### src/rtl/parking_pkg.sv
// Shared types and constants for the parking gate controller.
package parking_pkg;

  typedef enum logic [1:0] {
    IDLE       = 2'd0,
    OPEN_ENTRY = 2'd1,
    OPEN_EXIT  = 2'd2,
    CLOSE      = 2'd3
  } gate_state_t;

  localparam int PARKING_CAPACITY = 10;
  localparam int PARKING_INIT     = 5;
  localparam int REFUSE_W         = 8;

  // Saturating increment for the refused-entry statistic.
  function automatic logic [REFUSE_W-1:0] sat_inc(input logic [REFUSE_W-1:0] v);
    if (v == {REFUSE_W{1'b1}}) begin
      return v;
    end else begin
      return v + REFUSE_W'(1);
    end
  endfunction

endpackage

### src/rtl/parking_gate_chk.sv
// Property checker for the parking gate controller: the occupancy count
// stays within its range and the two barriers are never open together.
module parking_gate_chk #(
  parameter int CAPACITY = 10,
  parameter int CNT_W    = 4
) (
  input logic             clk,
  input logic             rst_n,
  input logic [CNT_W-1:0] num,
  input logic             entry_gnt,
  input logic             exit_gnt,
  input logic             entry_gate_open,
  input logic             exit_gate_open
);

  a_num_range: assert property (@(posedge clk) disable iff (!rst_n)
    num <= CNT_W'(CAPACITY));

  a_one_gate: assert property (@(posedge clk) disable iff (!rst_n)
    !(entry_gate_open && exit_gate_open));

  a_one_gnt: assert property (@(posedge clk) disable iff (!rst_n)
    !(entry_gnt && exit_gnt));

endmodule

### src/rtl/parking_gate_timer.sv
// Gate-open down-timer shared by both OPEN states. Loaded on a grant with
// OPEN_CYCLES-1 so that the load cycle plus the count-down spans exactly
// OPEN_CYCLES cycles; done is high once the count reaches zero.
module parking_gate_timer #(
  parameter int OPEN_CYCLES = 4
) (
  input  logic clk,
  input  logic rst_n,
  input  logic load,
  input  logic dec,
  output logic done
);

  localparam int TW = $clog2(OPEN_CYCLES + 1);
  localparam logic [TW-1:0] LOAD_VAL = TW'(OPEN_CYCLES - 1);

  logic [TW-1:0] cnt_r;

  // Load on grant, otherwise count down to zero while a gate is open.
  always_ff @(posedge clk or negedge rst_n) begin
    if (!rst_n) begin
      cnt_r <= '0;
    end else if (load) begin
      cnt_r <= LOAD_VAL;
    end else if (dec && (cnt_r != '0)) begin
      cnt_r <= cnt_r - TW'(1);
    end else begin
      cnt_r <= cnt_r;
    end
  end

  assign done = (cnt_r == '0);

endmodule

### src/rtl/parking_gate_ctrl.sv
// Parking gate sequencer/arbiter: grants entry or exit one at a time with
// round-robin on ties, holds the chosen barrier open for OPEN_CYCLES, then
// closes for one cycle. Optional macro PARKING_STATS_EN adds refused_cnt.
module parking_gate_ctrl
  import parking_pkg::*;
#(
  parameter int CAPACITY    = PARKING_CAPACITY,
  parameter int INIT_COUNT  = PARKING_INIT,
  parameter int OPEN_CYCLES = 4,
  parameter int CNT_W       = 4
) (
  input  logic             clk,
  input  logic             rst_n,
  input  logic             entry_req,
  input  logic             exit_req,
  output logic             entry_gnt,
  output logic             exit_gnt,
  output logic             entry_gate_open,
  output logic             exit_gate_open,
  output logic [CNT_W-1:0] num,
  output logic             full,
  output logic             empty,
  output logic             busy
`ifdef PARKING_STATS_EN
  ,output logic [REFUSE_W-1:0] refused_cnt
`endif
);

  gate_state_t      state_r, state_s;
  logic             last_entry_r, last_entry_s;
  logic             entry_ok_s, exit_ok_s;
  logic             timer_load_s, timer_dec_s, timer_done_s;
  logic             entry_gnt_s, exit_gnt_s, entry_open_s, exit_open_s;
  logic             busy_s, full_s, empty_s;
  logic [CNT_W-1:0] num_s;

  assign entry_ok_s  = entry_req & ~full;
  assign exit_ok_s   = exit_req & ~empty;
  assign timer_dec_s = (state_r == OPEN_ENTRY) || (state_r == OPEN_EXIT);

  parking_gate_timer #(.OPEN_CYCLES(OPEN_CYCLES)) u_timer (
    .clk  (clk),
    .rst_n(rst_n),
    .load (timer_load_s),
    .dec  (timer_dec_s),
    .done (timer_done_s)
  );

  // State and round-robin pointer registers; pointer resets to "entry last".
  always_ff @(posedge clk or negedge rst_n) begin
    if (!rst_n) begin
      state_r      <= IDLE;
      last_entry_r <= 1'b1;
    end else begin
      state_r      <= state_s;
      last_entry_r <= last_entry_s;
    end
  end

  // Next-state logic with arbitration between eligible requests.
  always_comb begin
    state_s      = state_r;
    last_entry_s = last_entry_r;
    timer_load_s = 1'b0;
    case (state_r)
      IDLE: begin
        if (entry_ok_s && exit_ok_s) begin
          timer_load_s = 1'b1;
          if (last_entry_r) begin
            state_s      = OPEN_EXIT;
            last_entry_s = 1'b0;
          end else begin
            state_s      = OPEN_ENTRY;
            last_entry_s = 1'b1;
          end
        end else if (entry_ok_s) begin
          timer_load_s = 1'b1;
          state_s      = OPEN_ENTRY;
          last_entry_s = 1'b1;
        end else if (exit_ok_s) begin
          timer_load_s = 1'b1;
          state_s      = OPEN_EXIT;
          last_entry_s = 1'b0;
        end else begin
          state_s = IDLE;
        end
      end
      OPEN_ENTRY: begin
        if (timer_done_s) begin
          state_s = CLOSE;
        end else begin
          state_s = OPEN_ENTRY;
        end
      end
      OPEN_EXIT: begin
        if (timer_done_s) begin
          state_s = CLOSE;
        end else begin
          state_s = OPEN_EXIT;
        end
      end
      CLOSE:   state_s = IDLE;
      default: state_s = IDLE;
    endcase
  end

  // Next values of the registered outputs, derived from the chosen transition.
  always_comb begin
    entry_gnt_s  = (state_r == IDLE) && (state_s == OPEN_ENTRY);
    exit_gnt_s   = (state_r == IDLE) && (state_s == OPEN_EXIT);
    entry_open_s = (state_s == OPEN_ENTRY);
    exit_open_s  = (state_s == OPEN_EXIT);
    busy_s       = (state_s != IDLE);
    if (entry_gnt_s) begin
      num_s = num + CNT_W'(1);
    end else if (exit_gnt_s) begin
      num_s = num - CNT_W'(1);
    end else begin
      num_s = num;
    end
    full_s  = (num_s == CNT_W'(CAPACITY));
    empty_s = (num_s == '0);
  end

  // Output registers; reset closes both gates immediately.
  always_ff @(posedge clk or negedge rst_n) begin
    if (!rst_n) begin
      entry_gnt       <= 1'b0;
      exit_gnt        <= 1'b0;
      entry_gate_open <= 1'b0;
      exit_gate_open  <= 1'b0;
      busy            <= 1'b0;
      num             <= CNT_W'(INIT_COUNT);
      full            <= (INIT_COUNT == CAPACITY);
      empty           <= (INIT_COUNT == 0);
    end else begin
      entry_gnt       <= entry_gnt_s;
      exit_gnt        <= exit_gnt_s;
      entry_gate_open <= entry_open_s;
      exit_gate_open  <= exit_open_s;
      busy            <= busy_s;
      num             <= num_s;
      full            <= full_s;
      empty           <= empty_s;
    end
  end

`ifdef PARKING_STATS_EN
  logic entry_req_q_r;

  // Count new entry requests that arrive while the lot is full.
  always_ff @(posedge clk or negedge rst_n) begin
    if (!rst_n) begin
      entry_req_q_r <= 1'b0;
      refused_cnt   <= '0;
    end else begin
      entry_req_q_r <= entry_req;
      if (entry_req && !entry_req_q_r && full) begin
        refused_cnt <= sat_inc(refused_cnt);
      end else begin
        refused_cnt <= refused_cnt;
      end
    end
  end
`endif

  parking_gate_chk #(.CAPACITY(CAPACITY), .CNT_W(CNT_W)) u_chk (
    .clk            (clk),
    .rst_n          (rst_n),
    .num            (num),
    .entry_gnt      (entry_gnt),
    .exit_gnt       (exit_gnt),
    .entry_gate_open(entry_gate_open),
    .exit_gate_open (exit_gate_open)
  );

endmodule
### config.mk
export PLATFORM = sky130hd
export DESIGN_NAME = parking_gate_ctrl
export DESIGN_NICKNAME = d
export VERILOG_FILES = /design/src/rtl/parking_pkg.sv /design/src/rtl/parking_gate_chk.sv /design/src/rtl/parking_gate_timer.sv /design/src/rtl/parking_gate_ctrl.sv
export SDC_FILE = /design/constraint.sdc
export NUM_CORES = 1
export LEC_CHECK = 0
export CELL_PAD_IN_SITES_DETAIL_PLACEMENT = 1
export CELL_PAD_IN_SITES_GLOBAL_PLACEMENT = 2
export CORE_ASPECT_RATIO = 1.2
export CORE_MARGIN = 1
export CORE_UTILIZATION = 29
export CTS_CLUSTER_DIAMETER = 80
export DETAILED_ROUTE_END_ITERATION = 12
export PLACE_DENSITY = 0.82
export SYNTH_ARGS = -nofsm -noshare
export SYNTH_HDL_FRONTEND = slang
export SYNTH_SLANG_ARGS = --single-unit
### constraint.sdc
create_clock -name clk -period 1.7 [get_ports clk]
set_input_delay 0.425 -clock clk [delete_from_list [all_inputs] [get_ports clk]]
set_output_delay 0.425 -clock clk [all_outputs]
set_load 0.1 [all_outputs]
==> metrics.csv, run 1 <==
metric;value;unit
sink_count;17;
crit_family;flip-flops;
path_cells;inv_4 -> ha_4 -> or3b_4 -> a211o_1 -> o211ai_1 -> nor3b_2;
synth_seq_cells;17;
globalplace.congestion;0.8311;
drt_iter0_drc;11;
post_route_setup_slack;-0.1379;ns
synthesis.nets;87;
ios;15;
finClkSkew;0.01477;ns
clockBufferDepth;2;
maximum_fanout_along_the_worst_path;2;
groute.usage.overall;16.50;%
failed_checks;negative setup slack;
finalInstanceArea;1395;sq um
synth_warnings;0;
netlist-cell-type-count;28;
criticalPathCategory;register to register;
endpoint_kind_of_the_worst_setup_timing_path;register;
slew_headroom;76.49;%
numCtsBuffers;3;
cp_num_buf_inv;1;
cts-htree-levels;1;
rsz0062_at_grt;yes;
syn_to_final_growth;67.67;%
grt_pass1_wl;3608;um
yosysSeqAreaShare;51.58;%
finalWorstPathRequiredPeriod;1.838;ns
place_ws;-0.4801;ns
fp.dieArea;3088;sq um
start_kind;register;
detail-route-antenna-nets;0;
grt_antenna_before_repair;0;
drt_pass1_iterations;4;
post_drt_via_cell_ratio;4.764;
via_count;705;
num-nets-final;127;
post_dp_cell_area;1271;sq um
max_stage_delay_cell_worst_path;dfstp_4;
pin_count_of_the_biggest_net_entering_global_routing;18;
dp_hpwl;1582;um
drc;0;
final_layout_size_suffix_gt1_share;50.43;%
hold_path_class;primary input to async pin;
core.rowCount;20;
start_util;31.67;%
root_buf_cell;clkbuf_4;
finalWirelength;2181;um
tightest_slew;0.3489;ns
final-max-slew-violation-count;0;
insertedDiodeCount;0;
die_y;60.68;um
max-cap-violations;0;
max_freq;544.1;MHz
crit_path_max_incr_delay;0.65;ns
hold_viol_final;0;
post-route-period-util;108.1;%
die_width;50.90;um
worst-endpoint-arrival;2.07;ns
avg_cell_area_syn;10.95;sq um
cts-hold-fix-buffers;0;
global_route.overflow_total;0;
status;finished, violations left;
io_buffer_count;14;
filler_cell_count;291;
worstSkewPairLatency;0.31;ns
gate_count_after_technology_mapping;76;
post_synth_instance_area;832.0;sq um
core;2628;sq um
cts_tree;built;
avgRoutedWirePerCell;14.74;um
grt_pass1_vias;778;
setup-violations-final;3;
required_worst_endpoint;1.93;ns
clk_pin_slew;0.11;ns
metrics by stage:
stage	utilization (%)	cells	hold WS [ns]	TNS, ns
after floorplan	-	76	0.1294	-0.4619
after global placement	48.38	139	0.4712	-2.452
after detailed placement	48.38	139	0.4765	-3.042
after CTS	50.48	145	0.4309	-0.2646
after global routing	53.10	148	0.4521	-0.4378
final	53.10	148	0.4155	-0.2684
layer usage:
| layer | wire [um] | up-vias | track usage, % |
|---|---|---|---|
| li1 | - | 338 | - |
| met1 | 833 | 347 | 18.52 |
| met2 | 1239 | 15 | 30.10 |
| met3 | 59 | 5 | 2.256 |
| met4 | 49 | 0 | 9.524 |
| met5 | 0 | - | 0 |
worst register-to-register path, delay by kind of cell (launching register included):
kind / cells / cell delay, ns
simple gates: 2 / 0.54
fa+ha+maj: 1 / 0.15
buf+inv: 1 / 0.04
compound gates: 2 / 0.37
flops: 1 / 0.65
logic make-up (layout without fill, tap and decap cells):
logic type	Yosys count	count (layout)	share of synthesized area, %
buf+inv	9	48	4.060
fa+ha+maj	7	7	10.53
compound gates	14	14	10.83
xor+xnor	4	4	4.211
simple gates	25	25	18.80
flops	17	17	51.58
final cells by class:
type / count / area (sq um) / share of cell area, %
Timing Repair Buffer: 35 / 410.4 / 29.42
Tap cell: 33 / 41.29 / 2.960
Inverter: 9 / 38.79 / 2.780
Sequential cell: 17 / 441.7 / 31.66
Multi-Input combinational cell: 50 / 436.7 / 31.30
Clock buffer: 4 / 26.28 / 1.883
cell usage in the layout, fill, tap and decap left out, types with 2 or more instances in the layout:
cell type	Yosys	layout
dfrtp_1	14	11
nor2b_1	4	4
a21oi_1	4	4
dfstp_2	3	2
nand2_1	7	7
inv_4	0	2
buf_4	0	21
and3_1	2	2
inv_1	8	5
nor2_1	2	2
inv_2	1	2
xnor2_1	3	3
o21ai_1	0	2
o21ai_0	4	2
or3b_4	1	2
clkbuf_4	0	3
dfrtp_4	0	2
nand3b_1	2	2
buf_12	0	11
ha_1	7	5
clkdlybuf4s50_1	0	2
Yosys cell counts:
cell	number	area [sq um]
a2111oi_0	1	8.760
a211o_1	1	8.760
a211oi_1	1	7.510
a21oi_1	4	20.02
a22oi_1	1	7.510
a32o_1	1	10.01
and2b_1	1	7.510
and3_1	2	12.51
dfrtp_1	14	350.3
dfstp_2	3	78.83
ha_1	7	87.58
inv_1	8	30.03
inv_2	1	3.750
nand2_1	7	26.28
nand3_1	1	5.000
nand3_2	1	10.01
nand3b_1	2	15.01
nand4b_1	1	8.760
nor2_1	2	7.510
nor2b_1	4	25.02
nor3b_2	1	12.51
o211ai_1	1	7.510
o21ai_0	4	20.02
or2_2	1	6.260
or3b_1	1	8.760
or3b_4	1	11.26
xnor2_1	3	26.28
xor2_1	1	8.760
what timing repair did:
| item | CTS | global route |
|---|---|---|
| endpoints found under the hold margin | 0 | 0 |
| setup buffers | 2 | 3 |
| pin swaps | 0 | 3 |
| resized for setup | 3 | 14 |
| endpoints found under the setup margin | 5 | 8 |
flip-flops by register name (all words and copies together) (netlist names):
register,flops
num,4
u_timer.cnt_r,3
state_r,2
busy,1
empty,1
entry_gate_open,1
entry_gnt,1
exit_gate_open,1
exit_gnt,1
full,1
last_entry_r,1
path summary, 6_finish.rpt:
path	end	cells past startpoint	slack, ns	from
setup / recovery	empty	6	-0.14	num[0]
hold / removal	full	2	0.42	rst_n
setup reg to reg	empty	6	-0.14	num[0]
hold reg to reg	last_entry_r	2	0.49	last_entry_r
max in group asynchronous	last_entry_r	2	1.01	rst_n
min in group clk	last_entry_r	2	0.49	last_entry_r
Power of run 1 is left out: the tool's default activity adds up to more than one toggle a clock period on the data nets, which glitch-free logic cannot reach.
==> run 2, diff against run 1 <==
Settings changed: CORE_UTILIZATION 29 to 31, CTS_BUF_LIST set to sky130_fd_sc_hd__clkbuf_8, PLACE_DENSITY 0.82 to 0.86.
==> run 2 against run 1 <==
Sequential share of layout area increased by 0.61 points. The flow still finishes with violations (negative setup slack). Clock-buffer cell count is 1 lower. Critical path type unchanged. Sequential cell count is the same. Clock skew shrank 0.011 ns. Final cell count decreased by 0.68%.
==> metrics.csv, run 2 (synthesized netlist as in run 1, its figures left out) <==
metric;value;unit
post_dp_cell_area;1279;sq um
core;2527;sq um
worstSkewPairLatency;0.26;ns
post_route_setup_slack;-0.1095;ns
cts-htree-levels;1;
post_drt_via_cell_ratio;4.673;
pin_count_of_the_biggest_net_entering_global_routing;18;
via_count;687;
max_freq;552.7;MHz
max_stage_delay_cell_worst_path;dfstp_4;
finalInstanceArea;1369;sq um
filler_cell_count;271;
global_route.overflow_total;0;
grt_pass1_wl;3312;um
dp.cells;140;
max-cap-violations;0;
core.rowCount;20;
grt_pass1_vias;762;
layout.cells.non_filler;147;
sink_count;17;
tightest_slew;0.3361;ns
status;finished, violations left;
finalWirelength;1993;um
critical_path.reg2reg.startpoint;num[0];
regToRegEndpoint;empty;
place_ws;-0.4415;ns
num-nets-final;126;
worst-endpoint-arrival;1.98;ns
cells_on_worst_hold_path;2;
avgRoutedWirePerCell;13.56;um
hold_path_class;register to register;
endpoint_kind_of_the_worst_setup_timing_path;register;
required_worst_endpoint;1.87;ns
crit_path_max_incr_delay;0.63;ns
finalWorstPathRequiredPeriod;1.809;ns
maximum_fanout_along_the_worst_path;2;
post-route-period-util;106.4;%
clockBufferDepth;2;
setup-violations-final;2;
crit_family;flip-flops;
detail-route-antenna-nets;0;
io_buffer_count;14;
largest_register_ffs;4;
most-common-layout-cells;20 x buf_4, 11 x dfrtp_1, 11 x buf_12;
start_util;32.92;%
fp.dieArea;2896;sq um
syn_to_final_growth;64.51;%
dp_hpwl;1580;um
cts_tree;built;
drc;0;
final-max-slew-violation-count;0;
regMostFlops;num;
path_cells;inv_4 -> ha_4 -> or3b_4 -> a211o_1 -> o211ai_1 -> nor3b_2;
worst_r2r_path_depth;6;
finClkSkew;0.003452;ns
numCtsBuffers;3;
final_layout_size_suffix_gt1_share;48.25;%
holdWs;0.4754;ns
groute.usage.overall;16.35;%
r2r_slack;-0.11;ns
holdPathEnd;last_entry_r;
failed_checks;negative setup slack;
grt_antenna_before_repair;0;
root_buf_cell;clkbuf_8;
rsz0062_at_grt;yes;
clk_pin_slew;0.07;ns
layout_commonest_cell;buf_4;
slew_headroom;77.36;%
globalplace.congestion;0.8414;
ios;15;
start_kind;register;
cp_num_buf_inv;1;
criticalPathCategory;register to register;
drt_pass1_iterations;4;
hold_start;last_entry_r;
drt_iter0_drc;15;
hold_viol_final;0;
biggestRegsByFlops;num: 4 flops, u_timer.cnt_r: 3 flops, state_r: 2 flops;
insertedDiodeCount;0;
die_y;58.75;um
die_width;49.30;um
-- run 2: what timing repair did --
item	in CTS	in global routing
gates resized for setup	6	6
hold buffers	0	0
pin swaps	2	2
buffers inserted	2	1
setup endpoints to repair	7	4
-- run 2: layout make-up --
type | count | area, sq um | area share [%]
well taps | 33 | 41.29 | 3.016
clock inverters | 1 | 3.754 | 0.2742
multi-input cells | 50 | 406.6 | 29.71
inverters | 9 | 36.28 | 2.651
flip-flops and latches | 17 | 441.7 | 32.27
repair buffers | 34 | 397.9 | 29.07
clock buffers | 3 | 41.29 | 3.016
-- run 2: worst max-delay path by stage --
stage	depth (start not counted)	startpoint	to
6_report	6	num[0]	empty
5_1_grt	7	state_r[1]	empty
4_1_cts	6	num[0]	empty
3_5_place_dp	7	entry_req	full
3_3_place_gp	7	entry_req	full
2_1_floorplan	6	num[0]	empty
-- run 2: per-layer routing --
layer | GRT usage, % | part of all wire, % | routed length, um
met4 | 13.87 | 4.0 | 79
met3 | 2.584 | 2.4 | 47
met5 | 0 | 0 | 0
met2 | 30.92 | 56 | 1120
met1 | 15.31 | 37 | 745
-- run 2: worst reg2reg max path: stages (launching register included) --
cell and delay, ns:
dfstp_4 0.63, inv_4 0.04, ha_4 0.15, or3b_4 0.36, a211o_1 0.27, o211ai_1 0.10
nor3b_2 0.19
-- run 2: metrics by stage --
step / setup TNS [ns] / util [%]
2_1_floorplan: -0.4619 / -
3_3_place_gp: -2.797 / 50.59
3_5_place_dp: -3.423 / 50.59
4_1_cts: -0.2240 / 53.51
5_1_grt: -0.3158 / 54.16
6_report: -0.1845 / 54.16
Power of run 2 is left out for the same reason.
